$ cat src/rtl/eq_sched.sv
// Equalizer scheduler: gathers channel-estimate completion, queues buffered data symbols, and walks the shared
// equalizer over 12 subcarriers per symbol via req/ack; request is issued one cycle after selection and held until acked.
module eq_sched (
   input  logic        i_clk_est,
   input  logic        i_rst_n,
   input  logic        i_slot_start,
   input  logic        i_sym_valid,
   input  logic [2:0]  i_symbol_num,
   input  logic [11:0] i_est_done,
   input  logic        i_eq_ack,
   output logic        o_eq_req,
   output logic [3:0]  o_sc_indx,
   output logic [2:0]  o_sym_indx,
   output logic        o_sym_done,
   output logic        o_slot_done,
   output logic        o_sym_err
);
   localparam int N_SC      = 12;
   localparam int N_SYM     = 7;
   localparam int PILOT_SYM = 4;

   localparam logic [3:0] SC_LAST  = 4'(N_SC - 1);
   localparam logic [2:0] SRV_LAST = 3'(N_SYM - 1);
   localparam logic [2:0] PILOT    = 3'(PILOT_SYM);

   typedef enum logic [2:0] {
      IDLE,
      COLLECT,
      ISSUE,
      SYM_DONE,
      SLOT_DONE
   } state_t;

   state_t           state;
   logic [N_SC-1:0]  est_mask;
   logic [N_SYM-1:0] pending;
   logic [2:0]       cur_sym;
   logic [3:0]       sc_cnt;
   logic [2:0]       served;
   logic             err_q;

   logic             active;
   logic             est_ready;
   logic             sel_vld;
   logic             sel_go;
   logic             cur_busy;
   logic             sym_err;
   logic             sym_take;
   logic [2:0]       sel_sym;
   logic [N_SYM-1:0] sel_bit;
   logic [N_SYM-1:0] sym_bit;
   logic [N_SYM-1:0] pend_base;
   logic [N_SYM-1:0] pend_nxt;

   assign active    = (state != IDLE);
   assign est_ready = &est_mask;
   assign sel_go    = !i_slot_start && (state == COLLECT) && (served != SRV_LAST)
                      && est_ready && sel_vld;

   // Lowest pending symbol wins; the loop runs high-to-low so the last hit is the lowest.
   always_comb begin
      sel_vld = |pending;
      sel_sym = '0;
      sel_bit = '0;
      for (int k = N_SYM - 1; k >= 0; k--) begin
         if (pending[k]) begin
            sel_sym    = 3'(k + 1);
            sel_bit    = '0;
            sel_bit[k] = 1'b1;
         end
      end
   end

   // An abort in the same cycle empties pending first, so the new symbol lands in the fresh slot.
   always_comb begin
      for (int k = 0; k < N_SYM; k++) begin
         sym_bit[k] = (i_symbol_num == 3'(k + 1));
      end
      pend_base = i_slot_start ? '0 : pending;
      cur_busy  = !i_slot_start && ((state == ISSUE) || (state == SYM_DONE))
                  && (i_symbol_num == cur_sym);
      sym_err   = 1'b0;
      sym_take  = 1'b0;
      if (active && i_sym_valid && (i_symbol_num != PILOT)) begin
         if ((sym_bit == '0) || ((pend_base & sym_bit) != '0) || cur_busy) begin
            sym_err = 1'b1;
         end else begin
            sym_take = 1'b1;
         end
      end
      pend_nxt = pend_base;
      if (sel_go) begin
         pend_nxt = pend_nxt & ~sel_bit;
      end
      if (sym_take) begin
         pend_nxt = pend_nxt | sym_bit;
      end
   end

   always_ff @(posedge i_clk_est or negedge i_rst_n) begin
      if (!i_rst_n) begin
         state    <= IDLE;
         est_mask <= '0;
         pending  <= '0;
         cur_sym  <= '0;
         sc_cnt   <= '0;
         served   <= '0;
         err_q    <= 1'b0;
      end else begin
         pending <= pend_nxt;
         err_q   <= sym_err;

         if (i_slot_start) begin
            est_mask <= active ? i_est_done : '0;
         end else if (active) begin
            est_mask <= est_mask | i_est_done;
         end

         if (i_slot_start) begin
            state  <= COLLECT;
            served <= '0;
            sc_cnt <= '0;
         end else begin
            case (state)
               IDLE: ;
               COLLECT: begin
                  if (served == SRV_LAST) begin
                     state <= SLOT_DONE;
                  end else if (sel_go) begin
                     cur_sym <= sel_sym;
                     sc_cnt  <= '0;
                     state   <= ISSUE;
                  end
               end
               ISSUE: begin
                  if (i_eq_ack) begin
                     if (sc_cnt == SC_LAST) begin
                        state <= SYM_DONE;
                     end else begin
                        sc_cnt <= sc_cnt + 4'd1;
                     end
                  end
               end
               SYM_DONE: begin
                  if (served != SRV_LAST) begin
                     served <= served + 3'd1;
                  end
                  state <= COLLECT;
               end
               SLOT_DONE: state <= IDLE;
               default:   state <= IDLE;
            endcase
         end
      end
   end

   assign o_eq_req    = (state == ISSUE);
   assign o_sc_indx   = sc_cnt;
   assign o_sym_indx  = cur_sym;
   assign o_sym_done  = (state == SYM_DONE);
   assign o_slot_done = (state == SLOT_DONE);
   assign o_sym_err   = err_q;

endmodule

$ cat config.mk
export PLATFORM = sky130hd
export DESIGN_NAME = eq_sched
export DESIGN_NICKNAME = d
export VERILOG_FILES = /design/src/rtl/eq_sched.sv
export SDC_FILE = /design/constraint.sdc
export NUM_CORES = 1
export LEC_CHECK = 0
export ABC_AREA = 1
export ABC_CLOCK_PERIOD_IN_PS = 1800
export BUFFER_PORTS_ARGS = -buffer_cell sky130_fd_sc_hd__buf_2
export CORE_UTILIZATION = 56
export CTS_BUF_LIST = sky130_fd_sc_hd__clkbuf_16
export DETAILED_ROUTE_END_ITERATION = 12
export PLACE_DENSITY = 0.83
export SLEW_MARGIN = 20
export SYNTH_ARGS = -nofsm -noshare
export SYNTH_HDL_FRONTEND = slang
export SYNTH_SLANG_ARGS = --single-unit
$ cat constraint.sdc
create_clock -name i_clk_est -period 1.8 [get_ports i_clk_est]
set_input_delay 0.27 -clock i_clk_est [delete_from_list [all_inputs] [get_ports i_clk_est]]
set_output_delay 0.27 -clock i_clk_est [all_outputs]
set_load 0.03 [all_outputs]
==> results.tsv <==
stage	metric	value	unit
clock_network	cts_tree	built	
hold_path	hold_class	input port to asynchronous set/reset pin	
clock_network	clock_sinks	33	
sta	fin_crit_sh	0.8950	
setup_path	r2r-start	served[0]	
layout	antenna_cells	0	
synth	syn_area	1878	sq um
grt	antenna_found_initial	0	
setup_path	endpoint_kind	flop	
synth	synthesis.instances	233	
synth	synth_top_cell_area_share	0.4397	
detailed_routing	drt-vias-per-instance	5.295	
sta	min_period	1.611	ns
grt	grt_max_degree	34	
detailed_routing	wl_per_cell	12.44	um
synth	synth_area_leaders	dfrtp_1 (44%), nand2_1 (9.6%), nor2_1 (6.2%)	
clock_network	post_cts_buffers	0	
die	boundaryPins	31	
layout	area_delta_synth_final	16.59	%
grt	grt_pass1_vias	1493	
setup_path	worst_ep_required_time	1.97	ns
synth	yosysTopAreaCell	dfrtp_1	
placement	dp_slack	0.1891	ns
sta	fin_ws	0.1889	ns
clock_network	ctsResizeCount	0	
synth	ys_ff_latch	33	
synth	synth_cell_types	29	
setup_path	crit_fanout	8	
detailed_routing	via_count	1631	
sta	setup_viol	0	
clock_network	clkTransAtPathRegs	0.05	ns
clock_network	cts_inserted_buffers	5	
run_status	outcome	completed	
job	cap_violations	0	
sta	finClkSkew	0.002005	ns
detailed_routing	drt_iter0_drc	80	
die	dieArea	3589	sq um
detailed_routing	routed.top_layer	met4	
detailed_routing	drt_drc_violations_left	0	
clock_network	cts-hold-fix-buffers	0	
power	ir_drop	0.4770	mV
setup_path	r2r_end	o_sc_indx[0]	
layout	fin_area	2190	sq um
grt	grt_pass1_wl	6.361	mm
layout	final_nets	287	
grt	grt_overflow	0	
die	initial_core_util	0.6004	
power	p_per_area	1191	nW/um^2
power	leakage	1.136	nW
placement	placed_cell_area	2057	sq um
setup_path	r2r_setup_slack	0.19	ns
die	die_h	59.91	um
detailed_routing	dr.pass1.iters	4	
setup_path	worstPathArrival	1.78	ns
detailed_routing	met1_length	1.661	mm
synth	seq_area_frac_synth	0.4397	
clock_network	root_buffer	clkbuf_16	
die	core	3128	sq um
synth	ys_warn_count	0	
detailed_routing	routed_wl	3.831	mm
die	die_w	59.91	um
placement	place.gp.congestion	0.8420	
placement	dp_hpwl	2.776	mm
clock_network	clk_latency	0.27	ns
die	core.rowCount	20	
clock_network	cts_max_level	2	
placement	portBuffers	30	
sta	rsz0062_at_grt	false	
setup_path	crit_path_start_kind	flop	
grt	grt_usage	0.2460	
synth	syn_avg_cell_area	8.060	sq um
detailed_routing	met2_length	1.972	mm
setup_path	rr_worst_depth	12	
sta	worstMarginPinSlew	0.6855	ns
sta	slew_viol_final	0	
clock_network	clk_path_buf_depth	2	
detailed_routing	wl_met3	138	um
synth	synth_nets	256	
detailed_routing	ant_nets	0	
sta	hold_violations	0	
sta	fin_setup_tns	0	ns
layout	post_route_cells_drive_above_1_share	0.2273	
sta	max_freq	0.6207	GHz
setup_path	critPathKind	flop to flop	
sta	slew_headroom	0.5430	
cell usage after synthesis, drive strengths merged:
master  number
dfrtp       33
ha           3
buf          6
nor2        37
nor3        11
nand2       54
a21oi        6
clkinv       2
a22o        12
clkbuf       1
a21boi       1
o31ai        1
xnor2        4
nand3       14
nand4       10
nand3b       3
and2b        1
xor2         1
o21ai        8
o21bai       1
inv         24
routing by layer:
metal	track usage	vias up
met2	0.4349	35
met1	0.2740	758
li1	-	831
met4	0.09967	0
met5	0	-
met3	0.07359	7
stage by stage:
step	hold slack (ns)	utilization	std cells	total power, mW
floorplan	-0.02559	-	233	1.636
global placement	0.3532	0.6576	301	1.822
detailed placement	0.3565	0.6576	301	1.840
CTS	0.06545	0.7000	308	2.625
global route	0.1028	0.7000	308	2.765
finish	0.03686	0.7000	308	2.609
sequential cells by signal (all words and copies together) (netlist names):
name        count
est_mask       12
pending         7
o_sc_indx       4
o_sym_indx      3
served          3
state           3
o_sym_err       1
cells in the final DEF (no fill, tap or decap), types with 4 or more instances in the layout:
cell and instances:
nand2_1 48, dfrtp_1 33, nor2_1 31, buf_2 30
inv_1 16, nand3_1 14, a22o_1 12, nand4_1 10
nor3_1 10, inv_2 9, a21oi_1 6, o21ai_1 5
clkbuf_16 5, nand2_4 4, xnor2_1 4
kinds of logic after synthesis:
logic type	share of synthesized area
adder cells (fa/ha/maj)	0.01999
AO/OA/AOI/OAI	0.1073
XOR/XNOR	0.02332
flip-flops	0.4397
AND/OR/NAND/NOR	0.3398
buffers and inverters	0.06995
layout make-up:
cell class | count | area, sq um
fillers | 236 | 938.4
well taps | 44 | 55.05
multi-input cells | 167 | 920.9
repair buffers | 31 | 157.7
inverters | 26 | 97.59
clock buffers | 5 | 125.1
flip-flops and latches | 33 | 825.8
clock inverters | 2 | 7.507
power breakdown:
| group | leakage, nW | switching [mW] | internal, mW |
|---|---|---|---|
| Combinational | 0.635 | 0.504 | 0.314 |
| Sequential | 0.432 | 0.121 | 0.906 |
| Clock | 0.0685 | 0.272 | 0.492 |
worst max path at each step:
stage	start	endpoint
after global placement	served[0]	o_sc_indx[2]
after global routing	served[0]	pending[1]
after floorplan	state[2]	served[2]
after detailed placement	served[0]	o_sc_indx[0]
final	served[0]	o_sc_indx[0]
after CTS	served[0]	o_sc_indx[0]
critical path, cell delays in order, from the launching register on:
cell and delay (ns):
dfrtp_1 0.34, inv_1 0.06, ha_1 0.19, nand2_1 0.11, clkinv_1 0.07, nor2_1 0.11
nand2_2 0.10, nor2_4 0.12, nand2_4 0.11, nand2_4 0.13, nand2_4 0.07, nand2_1 0.06
nand2_1 0.05
Note: power is estimated with default switching activity, not from simulation.
